$ cat config.mk
export PLATFORM = sky130hd
export DESIGN_NAME = sipo_frame_rx
export DESIGN_NICKNAME = d
export VERILOG_FILES = /design/src/rtl/sipo_frame_rx.sv
export SDC_FILE = /design/constraint.sdc
export NUM_CORES = 1
export LEC_CHECK = 0
export ABC_CLOCK_PERIOD_IN_PS = 3550
export CORE_MARGIN = 4
export CORE_UTILIZATION = 40
export CTS_BUF_LIST = sky130_fd_sc_hd__clkbuf_4 sky130_fd_sc_hd__clkbuf_8
export DETAILED_ROUTE_END_ITERATION = 6
export GPL_TIMING_DRIVEN = 0
export PLACE_DENSITY = 0.75
export RECOVER_POWER = 25
export SLEW_MARGIN = 20
export SYNTH_ARGS = -nofsm -noshare
export SYNTH_HDL_FRONTEND = slang
export SYNTH_SLANG_ARGS = --single-unit
$ cat constraint.sdc
create_clock -name clk -period 3.55 [get_ports clk]
set_input_delay 0.71 -clock clk [delete_from_list [all_inputs] [get_ports clk]]
set_output_delay 0.71 -clock clk [all_outputs]
set_load 0.02 [all_outputs]
$ cat src/rtl/sipo_frame_rx.sv
// sipo_frame_rx
// Serial-in, parallel-out frame receiver. Samples `si` on clock edges where
// si_en=1, detects a start bit (1), shifts in WIDTH data bits MSB first and
// checks the stop bit (0). Good words land in a one-entry valid/ready
// holding register.
//
// Ports
//   clk        rising-edge clock
//   rst        asynchronous, active-high reset
//   si_en      sample enable for si
//   si         serial line, idle 0
//   po         holding register (received word)
//   po_valid   po holds an unconsumed word
//   po_ready   consumer accepts po when po_valid=1
//   frame_err  one-cycle pulse: stop bit sampled as 1, word dropped
//   overrun    one-cycle pulse: word completed while holding reg full and
//              not draining, word dropped
//   busy       receiver is inside a frame
//   counter    data bits received in the current/last frame
//
// state | meaning
// ------+---------------------------------------------------------------
// IDLE  | waiting for a sampled start bit
// DATA  | shifting in data bits, counter counts them
// STOP  | next sample is the stop bit; completes or flags the frame
module sipo_frame_rx #(
   parameter int WIDTH = 4,
   localparam int CW = $clog2(WIDTH + 1)
) (
   input  logic             clk,
   input  logic             rst,
   input  logic             si_en,
   input  logic             si,
   output logic [WIDTH-1:0] po,
   output logic             po_valid,
   input  logic             po_ready,
   output logic             frame_err,
   output logic             overrun,
   output logic             busy,
   output logic [CW-1:0]    counter
);

   typedef enum logic [1:0] {IDLE, DATA, STOP} state_t;

   state_t           state, state_nxt;
   logic [WIDTH-1:0] shift_reg, shift_nxt;
   logic [CW-1:0]    cnt_nxt;
   logic [WIDTH-1:0] po_nxt;
   logic             vld_nxt;
   logic             ferr_nxt;
   logic             ovr_nxt;
   logic             done;

   always_ff @(posedge clk or posedge rst) begin
      if (rst) begin
         state     <= IDLE;
         shift_reg <= '0;
         counter   <= '0;
         po        <= '0;
         po_valid  <= 1'b0;
         frame_err <= 1'b0;
         overrun   <= 1'b0;
         busy      <= 1'b0;
      end else begin
         state     <= state_nxt;
         shift_reg <= shift_nxt;
         counter   <= cnt_nxt;
         po        <= po_nxt;
         po_valid  <= vld_nxt;
         frame_err <= ferr_nxt;
         overrun   <= ovr_nxt;
         busy      <= (state_nxt != IDLE);
      end
   end

   always_comb begin
      state_nxt = state;
      shift_nxt = shift_reg;
      cnt_nxt   = counter;
      po_nxt    = po;
      vld_nxt   = po_valid;
      ferr_nxt  = 1'b0;
      ovr_nxt   = 1'b0;
      done      = 1'b0;

      // Consumer handshake runs every edge, independent of si_en.
      if (po_valid && po_ready)
         vld_nxt = 1'b0;

      if (si_en) begin
         case (state)
            IDLE: begin
               if (si) begin
                  state_nxt = DATA;
                  cnt_nxt   = '0;
               end
            end
            DATA: begin
               shift_nxt = {shift_reg[WIDTH-2:0], si};
               cnt_nxt   = counter + CW'(1);
               if (counter == CW'(WIDTH - 1))
                  state_nxt = STOP;
            end
            STOP: begin
               // Always back to IDLE; a 1 here is a framing error, never a start.
               state_nxt = IDLE;
               if (si)
                  ferr_nxt = 1'b1;
               else
                  done = 1'b1;
            end
            default: state_nxt = IDLE;
         endcase
      end

      // An accept on the completion edge frees the slot for the new word.
      if (done) begin
         if (!po_valid || po_ready) begin
            po_nxt  = shift_reg;
            vld_nxt = 1'b1;
         end else begin
            ovr_nxt = 1'b1;
         end
      end
   end

endmodule
==> impl_metrics.toml, run 1 <==
[global_routing]
overflow = 0
grt_pass1_vias = 462
antenna_found_initial = 0
grt_pass1_wl_um = 2040
grt_usage_pct = 11.4
grt_max_degree = 18

[timing]
rsz0062_at_grt = "false"
slew_viol_final = 0
slew_headroom_pct = 59.3
post-route-min-period_ps = 2010
worst_pin_slew_ps = 611
setup-tns-final_ps = 0
finalSetupViolCount = 0
post-route-period-util_pct = 56.5
hold_violations = 0
skew_ps = 4.20
clock.fmax_mhz = 498

[pwr]
p_comb_share_pct = 37.9
netSwitchingFraction_pct = 32.1
peakVddDrop_uv = 325
power.net_switching_mw = 0.209
intPower_mw = 0.441
p_clk_share_pct = 15.7
power.total_mw = 0.650
seqPwrFrac_pct = 46.4
powerDensity_nw_per_um2 = 725
p_leak_nw = 0.418

[critical_path]
crit_path_top_delay_cell = "clkdlybuf4s50_1"
crit_start = "counter[1]$_DFFE_PP0P_"
crit_required_ps = 2840
start_kind = "flip-flop"
path_class = "reg -> out"
cp_num_cells = 1
regToRegStartpoint = "counter[0]$_DFFE_PP0P_"
crit_end = "counter[1]"
critical-path-top-delay-family = "buffers and inverters"
critical_path_buf_inv_count = 1
crit_path_end_kind = "primary output"
r2r_cells = 4
path_cells = "clkdlybuf4s50_1"
critPathArrivalTime_ps = 1300
rrSetupSlack_ps = 2130
timing.rr.end = "busy$_DFF_PP0_"
critPathMaxFanout = 3
critical-path-max-stage-delay_ps = 620

[logic_synthesis]
synth_xor_area_share_pct = 0
ys_types = 16
synth_top_family_by_area = "multiplexers"
netlist_instances = 50
yosys_warnings = 0
yosys.area_share.simple_pct = 9.68
syn_area_per_cell_sq_um = 14.0
synth.area.mux_share_pct = 14.5
synth.net_count = 57
synth_fa_ha_area_share_pct = 3.58
ys_ff_latch = 17
synth_compound_area_share_pct = 7.53
ys_seq_area_share_pct = 60.9
syn-cell-area_sq_um = 698

[die]
die_x_um = 49.8
io_pins = 16
die_area_sq_um = 2480
core_area_sq_um = 1580
start_util_pct = 44.3
rows = 14
die_h_um = 49.8

[clock_network]
clkSlewWorstSetupHoldPaths_ps = 100
clk_latency_ps = 290
cts-root-buf = "clkbuf_4"
ctsHoldBuffers = 0
cts-resized-gates = 0
clock_path_buffers = 2
cts_made_buffers = 3
post_cts_buffers = 0
cts_sinks = 17
cts_tree = "done"
htreeDepth = 1

[place]
portBuffers = 15
place.gp.congestion = 0.830
place_hpwl_um = 814
place_area_sq_um = 868
placed_cells = 81

[routing]
via_per_inst = 5.19
num_vias = 441
drt-initial-drc-count = 3
post_drt_wl_per_cell_um = 12.9
drt_pre_antenna_iters = 4
wl_um = 1100
postRouteAntennaNets = 0
drc = 0

[final_layout]
fillers = 133
utilization_pct = 56.8
final_common_cell = "dfrtp_1"
fin_nets = 77
design_area_sq_um = 896
finalNonFillerCells = 85
final_cell_mix = "dfrtp_1, clkdlybuf4s50_1, mux2_2"
drive_gt1_share_pct = 24.6
antenna_cells = 0
syn_to_final_growth_pct = 28.3

[run_status]
status = "complete, no violations"

[hold_path]
hold_class = "reg -> reg"

[flow_run]
cap_violations = 0
==> per-layer routing <==
layer  vias up  GRT usage, %  share of wire (%)
met5         -             0                  0
met4         0          12.4                4.6
met3         4          3.31                4.0
met2        12          16.3                 46
met1       213          12.8                 45
li1        212             -                  -
==> cells by family after synthesis <==
family / Yosys count
DFF: 17
and+or+nand+nor: 11
muxes: 9
AOI/OAI and AO/OA: 6
buffers and inverters: 5
adders and majority gates: 2
==> power by group through the flow <==
stage / sequential (mW) / combinational, mW / clock [mW]
floorplan: 0.335 / 0.125 / 0
global placement: 0.303 / 0.247 / 0
CTS: 0.302 / 0.251 / 0.108
finish: 0.302 / 0.246 / 0.102
detailed placement: 0.305 / 0.251 / 0
global route: 0.311 / 0.271 / 0.116
==> per-stage QoR <==
stage / hold slack (ps) / setup WS (ps)
after global routing: 537 / 1490
final: 513 / 1540
after CTS: 521 / 1520
after detailed placement: 495 / 1360
after floorplan: 477 / 1970
after global placement: 490 / 1360
==> synthesized netlist by cell type <==
cell       number  area share [%]
nand3b_1        1             1.1
o2bb2ai_2       1             2.1
nand2b_1        2             1.8
ha_1            2             3.6
o21ai_0         2             1.4
dfrtp_1        17              61
buf_6           1             1.6
and3b_1         1             1.3
inv_1           4             2.1
nor2_1          3             1.6
nand2_1         2             1.1
or3b_1          1             1.3
nand4bb_1       1             1.6
mux2_2          9              15
o211ai_1        1             1.1
a22o_2          2             2.9
==> worst min-delay path by stage <==
stage / start / endpoint / slack, ps / cells after the start
floorplan: shift_reg[3]$_DFFE_PP0P_ / shift_reg[3]$_DFFE_PP0P_ / 480 / 1
detailed placement: po[2]$_DFFE_PP0P_ / po[2]$_DFFE_PP0P_ / 500 / 1
finish: po[1]$_DFFE_PP0P_ / po[1]$_DFFE_PP0P_ / 510 / 1
CTS: po[1]$_DFFE_PP0P_ / po[1]$_DFFE_PP0P_ / 520 / 1
global placement: po[1]$_DFFE_PP0P_ / po[1]$_DFFE_PP0P_ / 490 / 1
global route: shift_reg[3]$_DFFE_PP0P_ / po[3]$_DFFE_PP0P_ / 540 / 1
==> cell type report <==
type	count	area [sq um]	share of cell area, %
multi-input combinational	28	246	27.5
inverter	4	15.0	1.68
tap	16	20.0	2.23
clock buffer	3	22.5	2.51
buffer	1	11.3	1.26
clock inverter	1	5.00	0.559
sequential	17	425	47.5
timing repair buffer	15	150	16.8
Note: power is estimated with default switching activity, not from simulation.
==> inputs of run 2 (changes only) <==
ABC_CLOCK_PERIOD_IN_PS = 1800   (was 3550)
PLACE_DENSITY = 0.78   (was 0.75)
clock period = 1.8 ns   (was 3.55 ns; I/O delays follow)
==> run 2 against run 1 <==
Effect of this change: setup slack worse by 1400 ps; die area stayed put; core utilization stayed put; cell count unchanged; register-to-register slack lost 1800 ps; critical path depth unchanged; critical path type unchanged; largest cell class unchanged.
==> impl_metrics.toml, run 2 (same netlist as run 1, synthesis figures left out) <==
[timing]
post-route-min-period_ps = 1640
slew_headroom_pct = 59.7
finalSetupViolCount = 0
worst_pin_slew_ps = 604
slew_viol_final = 0
post-route-period-util_pct = 91.4
hold_violations = 0
skew_ps = 5.20
clock.fmax_mhz = 608
rsz0062_at_grt = "false"

[global_routing]
grt_max_degree = 18
grt_pass1_wl_um = 2010
grt_usage_pct = 10.8
overflow = 0
grt_pass1_vias = 480
antenna_found_initial = 0

[run_status]
status = "complete, no violations"

[routing]
post_drt_wl_per_cell_um = 12.5
drc = 0
drt-initial-drc-count = 10
drt_pre_antenna_iters = 3
wl_um = 1060
via_per_inst = 5.06
postRouteAntennaNets = 0
num_vias = 430

[clock_network]
clkSlewWorstSetupHoldPaths_ps = 100
cts_sinks = 17
cts-root-buf = "clkbuf_4"
ctsHoldBuffers = 0
clock_path_buffers = 2
cts_tree = "done"
cts_made_buffers = 3
post_cts_buffers = 0
htreeDepth = 1
clk_latency_ps = 280
cts-resized-gates = 0

[place]
portBuffers = 15
place_hpwl_um = 780
place.gp.congestion = 0.660

[final_layout]
final_common_cell = "dfrtp_1"
drive_gt1_share_pct = 24.6
fin_nets = 77
antenna_cells = 0
utilization_pct = 56.8
multi_input_area_sq_um = 246
fillers = 136
syn_to_final_growth_pct = 28.3
final_cell_mix = "dfrtp_1, clkdlybuf4s50_1, mux2_2"
regArea_sq_um = 425

[critical_path]
crit_path_end_kind = "primary output"
path_class = "reg -> out"
critPathArrivalTime_ps = 1280
start_kind = "flip-flop"
crit_required_ps = 1440
path_cells = "clkdlybuf4s50_1"
critical_path_buf_inv_count = 1
critical-path-top-delay-family = "buffers and inverters"
crit_path_top_delay_cell = "clkdlybuf4s50_1"
critPathMaxFanout = 3
critical-path-max-stage-delay_ps = 610
rrSetupSlack_ps = 380

[pwr]
p_leak_nw = 0.418
power.total_mw = 1.28
powerDensity_nw_per_um2 = 1430
peakVddDrop_uv = 801

[die]
die_area_sq_um = 2480
rows = 14
die_x_um = 49.8
core_area_sq_um = 1580
die_h_um = 49.8
start_util_pct = 44.3
io_pins = 16

[hold_path]
hold_class = "reg -> reg"

[flow_run]
cap_violations = 0
-- run 2: worst register-to-register path, stage by stage, from the launching register on --
cell	delay [ps]
dfrtp_1	410
ha_1	210
ha_1	200
o2bb2ai_2	130
or3b_1	360
-- run 2: stage by stage --
stage / hold WS [ps] / std cells / cell area [sq um] / setup WS [ps] / setup TNS [ps]
finish: 510 / 85 / 896 / 155 / 0
global route: 541 / 85 / 896 / 77.6 / 0
CTS: 458 / 85 / 896 / 135 / 0
detailed placement: 492 / 81 / 868 / -28.6 / -28.6
global placement: 493 / 81 / 868 / -11.8 / -11.8
floorplan: 286 / 50 / 698 / 334 / 0
-- run 2: final timing paths --
kind                                     startpoint                        to  cells after the start
setup / recovery             counter[0]$_DFFE_PP0P_                counter[0]                      1
hold / removal             shift_reg[3]$_DFFE_PP0P_  shift_reg[3]$_DFFE_PP0P_                      1
setup reg to reg             counter[0]$_DFFE_PP0P_            busy$_DFF_PP0_                      4
hold reg to reg            shift_reg[3]$_DFFE_PP0P_  shift_reg[3]$_DFFE_PP0P_                      1
max in group asynchronous                       rst  shift_reg[0]$_DFFE_PP0P_                      2
min in group asynchronous                       rst    counter[0]$_DFFE_PP0P_                      2
-- run 2: area by class of cell --
type                            instances  share of cell area, %
Buffer                                  1                   1.26
Clock buffer                            3                   2.51
Clock inverter                          1                  0.559
Inverter                                4                   1.68
Multi-Input combinational cell         28                   27.5
Sequential cell                        17                   47.5
Tap cell                               16                   2.23
Timing Repair Buffer                   15                   16.8
-- run 2: power by group --
group	internal, mW	switching, mW	total (mW)
Combinational	0.279	0.213	0.492
Clock	0.0824	0.111	0.194
Sequential	0.508	0.0831	0.592
Total	0.870	0.407	1.28
-- run 2: per-layer routing --
layer  up-vias  share of wire, %  global-route usage, %  wire length, um
met2        15                44                   17.4              473
met3         2               8.7                   4.82               92
met5         -                 0                      0                0
met4         0               2.2                   5.53               23
li1        210                 -                      -                -
met1       203                44                   11.9              473
